## src/rtl/mdio_pkg.sv

```systemverilog
// Shared types and frame constants for the Clause 22 MDIO management controller.
package mdio_pkg;

  typedef enum logic [2:0] {
    IDLE,
    PRE,
    HDR,
    TA,
    DATA
  } mdio_state_e;

  localparam logic [1:0] MDIO_ST       = 2'b01;
  localparam logic [1:0] MDIO_OP_WRITE = 2'b01;
  localparam logic [1:0] MDIO_OP_READ  = 2'b10;
  localparam logic [1:0] MDIO_TA_WRITE = 2'b10;

  localparam int MDIO_PRE_BITS   = 32;
  localparam int MDIO_FRAME_BITS = 64;

  // Frame bit indices at which each field begins, sized to the 6-bit bit counter.
  localparam logic [5:0] MDIO_BIT_HDR  = 6'(MDIO_PRE_BITS);
  localparam logic [5:0] MDIO_BIT_TA   = 6'(MDIO_PRE_BITS + 14);
  localparam logic [5:0] MDIO_BIT_DATA = 6'(MDIO_PRE_BITS + 16);
  localparam logic [5:0] MDIO_BIT_LAST = 6'(MDIO_FRAME_BITS - 1);

endpackage

```

## src/rtl/mdc_gen.sv

```systemverilog
// MDC divider: CLK_DIV clk cycles low then CLK_DIV high per bit, free only while busy.
// Ticks mark bit start, the last low-phase cycle (read sample) and the last cycle of the bit.
module mdc_gen #(
  parameter int CLK_DIV = 10
) (
  input  logic clk,
  input  logic rst,
  input  logic busy,
  output logic mdc,
  output logic fall_tick,
  output logic sample_tick,
  output logic end_tick
);

  localparam int W = (CLK_DIV > 1) ? $clog2(CLK_DIV) : 1;
  localparam logic [W-1:0] DIV_LAST = W'(CLK_DIV - 1);

  logic [W-1:0] div_cnt;

  // Held at the start of a low phase whenever idle, so every frame begins on a clean bit boundary.
  always_ff @(posedge clk) begin
    if (rst || !busy) begin
      div_cnt <= '0;
      mdc     <= 1'b0;
    end else if (div_cnt == DIV_LAST) begin
      div_cnt <= '0;
      mdc     <= ~mdc;
    end else begin
      div_cnt <= div_cnt + 1'b1;
    end
  end

  assign fall_tick   = busy && !mdc && (div_cnt == '0);
  assign sample_tick = busy && !mdc && (div_cnt == DIV_LAST);
  assign end_tick    = busy &&  mdc && (div_cnt == DIV_LAST);

endmodule

```

## src/rtl/mdio_ctrl.sv

```systemverilog
// Clause 22 MDIO controller: one read/write request per 64-bit frame, returns read data.
// Outputs are registered and only change on bit boundaries (mdc falling).
module mdio_ctrl
  import mdio_pkg::*;
#(
  parameter int CLK_DIV = 10
) (
  input  logic        clk,
  input  logic        rst,
  input  logic        req_valid,
  output logic        req_ready,
  input  logic        req_write,
  input  logic [4:0]  req_phy_addr,
  input  logic [4:0]  req_reg_addr,
  input  logic [15:0] req_wdata,
  output logic        rsp_valid,
  output logic [15:0] rsp_rdata,
  output logic        rsp_err,
  output logic        mdc,
  output logic        mdio_o,
  output logic        mdio_oe,
  input  logic        mdio_i
);

  mdio_state_e state_q, state_d;
  logic [5:0]  bit_cnt_q, bit_cnt_d;
  logic [31:0] shreg_q, shreg_d;
  logic        wr_q, wr_d;
  logic [15:0] rd_shift_q, rd_shift_d;
  logic        ta_err_q, ta_err_d;
  logic        rsp_valid_q, rsp_valid_d;
  logic [15:0] rsp_rdata_q, rsp_rdata_d;
  logic        rsp_err_q, rsp_err_d;
  logic        mdio_o_q, mdio_o_d;
  logic        mdio_oe_q, mdio_oe_d;

  logic        busy;
  logic        fall_tick;
  logic        sample_tick;
  logic        end_tick;
  logic [5:0]  nxt_bit;
  logic        nxt_oe;

  assign busy = (state_q != IDLE);

  mdc_gen #(.CLK_DIV(CLK_DIV)) u_mdc_gen (
    .clk         (clk),
    .rst         (rst),
    .busy        (busy),
    .mdc         (mdc),
    .fall_tick   (fall_tick),
    .sample_tick (sample_tick),
    .end_tick    (end_tick)
  );

  always_ff @(posedge clk) begin
    if (rst) begin
      state_q     <= IDLE;
      bit_cnt_q   <= '0;
      shreg_q     <= '0;
      wr_q        <= 1'b0;
      rd_shift_q  <= '0;
      ta_err_q    <= 1'b0;
      rsp_valid_q <= 1'b0;
      rsp_rdata_q <= '0;
      rsp_err_q   <= 1'b0;
      mdio_o_q    <= 1'b1;
      mdio_oe_q   <= 1'b0;
    end else begin
      state_q     <= state_d;
      bit_cnt_q   <= bit_cnt_d;
      shreg_q     <= shreg_d;
      wr_q        <= wr_d;
      rd_shift_q  <= rd_shift_d;
      ta_err_q    <= ta_err_d;
      rsp_valid_q <= rsp_valid_d;
      rsp_rdata_q <= rsp_rdata_d;
      rsp_err_q   <= rsp_err_d;
      mdio_o_q    <= mdio_o_d;
      mdio_oe_q   <= mdio_oe_d;
    end
  end

  always_comb begin
    state_d     = state_q;
    bit_cnt_d   = bit_cnt_q;
    shreg_d     = shreg_q;
    wr_d        = wr_q;
    rd_shift_d  = rd_shift_q;
    ta_err_d    = ta_err_q;
    rsp_valid_d = 1'b0;
    rsp_rdata_d = rsp_rdata_q;
    rsp_err_d   = rsp_err_q;
    mdio_o_d    = mdio_o_q;
    mdio_oe_d   = mdio_oe_q;
    nxt_bit     = bit_cnt_q + 6'd1;
    nxt_oe      = wr_q || (nxt_bit < MDIO_BIT_TA);

    if (state_q == IDLE) begin
      if (req_valid) begin
        state_d   = PRE;
        bit_cnt_d = '0;
        wr_d      = req_write;
        // Read frames carry ones in TA/DATA so the released line idles high.
        shreg_d   = {MDIO_ST,
                     req_write ? MDIO_OP_WRITE : MDIO_OP_READ,
                     req_phy_addr,
                     req_reg_addr,
                     req_write ? MDIO_TA_WRITE : 2'b11,
                     req_write ? req_wdata : 16'hFFFF};
        mdio_o_d  = 1'b1;
        mdio_oe_d = 1'b1;
      end
    end else begin
      // shreg_q[31] always holds the bit that follows the one on the wire.
      if (fall_tick && (bit_cnt_q >= MDIO_BIT_HDR)) begin
        shreg_d = {shreg_q[30:0], 1'b1};
      end

      if (sample_tick && !wr_q) begin
        if (state_q == TA) ta_err_d = mdio_i;
        if (state_q == DATA) rd_shift_d = {rd_shift_q[14:0], mdio_i};
      end

      if (end_tick) begin
        if (bit_cnt_q == MDIO_BIT_LAST) begin
          state_d     = IDLE;
          rsp_valid_d = 1'b1;
          mdio_o_d    = 1'b1;
          mdio_oe_d   = 1'b0;
          if (wr_q) begin
            rsp_err_d = 1'b0;
          end else begin
            rsp_rdata_d = rd_shift_q;
            rsp_err_d   = ta_err_q;
          end
        end else begin
          bit_cnt_d = nxt_bit;
          mdio_oe_d = nxt_oe;
          mdio_o_d  = !nxt_oe || (nxt_bit < MDIO_BIT_HDR) || shreg_q[31];
          unique case (state_q)
            PRE:     if (nxt_bit == MDIO_BIT_HDR)  state_d = HDR;
            HDR:     if (nxt_bit == MDIO_BIT_TA)   state_d = TA;
            TA:      if (nxt_bit == MDIO_BIT_DATA) state_d = DATA;
            default: state_d = state_q;
          endcase
        end
      end
    end
  end

  assign req_ready = (state_q == IDLE);
  assign rsp_valid = rsp_valid_q;
  assign rsp_rdata = rsp_rdata_q;
  assign rsp_err   = rsp_err_q;
  assign mdio_o    = mdio_o_q;
  assign mdio_oe   = mdio_oe_q;

endmodule

```

## config.mk

```make
export PLATFORM = sky130hd
export DESIGN_NAME = mdio_ctrl
export DESIGN_NICKNAME = d
export VERILOG_FILES = /design/src/rtl/mdio_pkg.sv /design/src/rtl/mdc_gen.sv /design/src/rtl/mdio_ctrl.sv
export SDC_FILE = /design/constraint.sdc
export NUM_CORES = 1
export LEC_CHECK = 0
export BUFFER_PORTS_ARGS = -buffer_cell sky130_fd_sc_hd__buf_4
export CAP_MARGIN = 20
export CORE_MARGIN = 5
export CORE_UTILIZATION = 51
export DETAILED_ROUTE_END_ITERATION = 10
export GPL_ROUTABILITY_DRIVEN = 0
export GPL_TIMING_DRIVEN = 0
export PLACE_DENSITY_LB_ADDON = 0.1
export SLEW_MARGIN = 20
export SYNTH_ARGS = -nofsm -noshare
export SYNTH_HDL_FRONTEND = slang
export SYNTH_SLANG_ARGS = --single-unit
```

## constraint.sdc

```tcl
create_clock -name clk -period 2 [get_ports clk]
set_input_delay 0.4 -clock clk [delete_from_list [all_inputs] [get_ports clk]]
set_output_delay 0.4 -clock clk [all_outputs]
set_load 0.005 [all_outputs]
```

==> reports/qor.yml <==
status: "finished clean"
synth.largest_area_cell: "dfxtp_1"
synth_edf_count: 0
finalPower_mw: 4.74
critical_path.max_fanout: 8
htree_levels: 3
clockBufferDepth: 2
ff_latch_area_um2: 1700
synth-seq-cells: 84
async_reset_ff_frac: 0
antenna_cells: 0
max_stage_delay_ns: 0.37
multi_input_area_um2: 2020
slew_violations: 0
post-route-drc-count: 0
synth_cells: 454
hold_depth: 3
syn_nets: 491
hp-class: "input pin to register"
clkSinkCount: 84
fp.dieW_um: 96.7
worstMarginPinSlew_ns: 0.557
cp-end-kind: "output port"
cts_buffers: 9
fin_worst_skew_ns: 0.00935
final_common_cell: "nand2_1"
crit_required_ns: 1.60
maxCapViolations: 0
vias_per_cell: 5.54
grt_pass1_vias: 3279
hpwlAfterDp_um: 6430
synth_flop_cell: "dfxtp_1"
cts_tree: "yes"
critical_path.slowest_cell: "or3_4"
wl_per_cell_um: 14.8
fin_crit_sh: 0.960
die-area_um2: 9350
power_leakage_nw: 1.88
antenna_found_initial: 0
nets: 563
r2r_cells: 6
setup_viol: 0
ir_drop_uv: 502
die_h_um: 96.7
synth_area_leaders: "dfxtp_1 (44%), nand2_1 (8.2%), a21oi_1 (6.0%), mux2i_1 (5.2%), nor2_1 (4.0%)"
worstSkewPairLatency_ns: 0.36
layout_min_cycle_time_ns: 1.92
final_cell_mix: "nand2_1 (83), dfxtp_1 (77), buf_4 (68)"
worstPathArrival_ns: 1.52
cts_root_buffer: "clkbuf_8"
place_area_um2: 4330
ios: 53
yosysSeqAreaShare: 0.438
fmax_mhz: 521
dr_total_vias: 3492
maxSlewHeadroom: 0.629
cp_cell_sequence: "buf_6 -> or3_4 -> clkinv_8 -> buf_8 -> buf_8 -> buf_4"
fin_util: 0.654
dr.first_iter.drc_count: 244
grt_max_degree: 16
grt_pass1_wl_um: 15700
hold_violations: 0
core.rowCount: 31
clk_pin_slew_worst_paths_ns: 0.09
grt_usage: 0.200
port_buffers: 50
avgSynthCellArea_um2: 8.45
routed_wl_um: 9350
yosys.area.top_type_share: 0.438
fillers: 636
finalInstanceArea_um2: 4770
dr.pass1.iters: 5
layout-drive-gt1-share: 0.232
synth_cell_types: 56
initial_core_util: 0.526
crit_top_cell: "buf_8"
synth_warnings: 0
core_um2: 7290
synth_area_um2: 3830
postRouteAntennaNets: 0
whs_ns: 0.298
setup_tns_ns: 0
overflow: 0
p_per_area_nw_per_um2: 993
worstSetupPathType: "register to output port"
startpoint_type: "register"
layout-area-overhead-vs-synth_pct: 24.4
[power breakdown]
group	total (mW)	leakage, nW	internal [mW]	switching, mW
logic	1.34	1.08	0.552	0.793
clock network	1.36	0.110	0.712	0.651
registers	2.03	0.688	1.89	0.144
total	4.74	1.88	3.15	1.59
[synthesized netlist by cell type (2+ instances only)]
cell type / instances
nor3_1: 7
o21ai_0: 7
a311oi_1: 11
nand2b_1: 2
nand4b_1: 4
o21ai_1: 2
nor2_1: 41
nor2b_1: 3
mux2i_1: 20
nand3b_1: 17
buf_4: 6
a31oi_1: 2
ha_1: 6
nand2_1: 84
nand4_1: 3
or3_1: 3
xor2_1: 2
a21oi_1: 46
clkbuf_1: 15
dfxtp_1: 84
xnor2_1: 4
o41a_1: 2
buf_2: 10
a211oi_1: 2
inv_1: 6
buf_1: 2
and2_1: 6
buf_6: 2
nand3_1: 10
a32oi_1: 2
and3_1: 2
o211ai_1: 17
[worst max-delay path: cells and delay by family, from the launching register on]
family                 cells  cell delay [ns]
buffers and inverters      5             0.48
DFF                        1             0.32
and+or+nand+nor            1             0.37
[flip-flops by register name, indices dropped and copies added, names as in the netlist]
signal / flops
shreg_q: 32
rd_shift_q: 16
rsp_rdata: 16
bit_cnt_q: 6
u_mdc_gen.div_cnt: 4
state_q: 3
mdio_o: 1
mdio_oe: 1
rsp_err: 1
rsp_valid: 1
ta_err_q: 1
u_mdc_gen.mdc: 1
wr_q: 1
[final cells by class]
class	count	area share
inverter	7	0.00813
timing repair buffer	64	0.101
tap	99	0.0260
multi-input combinational	328	0.423
clock buffer	9	0.0260
sequential	84	0.355
clock inverter	7	0.0207
buffer	32	0.0391
[metal layers]
layer / wire (um) / track usage / part of all wire / vias to the layer above
met1: 4560 / 0.279 / 0.49 / 1644
met3: 361 / 0.0511 / 0.039 / 15
li1: - / - / - / 1747
met4: 140 / 0.0518 / 0.015 / 0
met2: 4290 / 0.306 / 0.46 / 86
met5: 0 / 0 / 0 / -
[kinds of logic after synthesis]
family / Yosys count / synth area share
flip-flops: 84 / 0.438
AND/OR/NAND/NOR: 193 / 0.242
AO/OA/AOI/OAI: 103 / 0.176
XOR/XNOR: 6 / 0.0137
buffers and inverters: 42 / 0.0574
adder cells (fa/ha/maj): 6 / 0.0196
multiplexers: 20 / 0.0522
[worst paths after layout]
path / startpoint / end / slack, ns
worst max register to register: bit_cnt_q[0]$_SDFFE_PP0P_ / state_q[1]$_SDFFE_PP0P_ / 0.09
worst min-delay path: mdio_i / ta_err_q$_SDFFE_PP0P_ / 0.30
worst max-delay path: state_q[2]$_SDFFE_PP0P_ / req_ready / 0.08
worst min register to register: shreg_q[15]$_SDFFE_PP0P_ / shreg_q[15]$_SDFFE_PP0P_ / 0.46
[per-stage QoR]
step           instances  setup WS, ns
2_1_floorplan        454        0.0618
3_3_place_gp         603        -0.176
3_5_place_dp         603        -0.180
4_1_cts              623       -0.0123
5_1_grt              630      -0.00171
6_report             630        0.0797
[timing repair]
item / CTS / global route
pin swaps: 1 / 4
gates resized for setup: 15 / 29
setup buffers: 4 / 10
hold buffers: 0 / 0
gates cloned: 0 / 0
endpoints found under the setup margin: 26 / 55
Note: power is estimated with default switching activity, not from simulation.
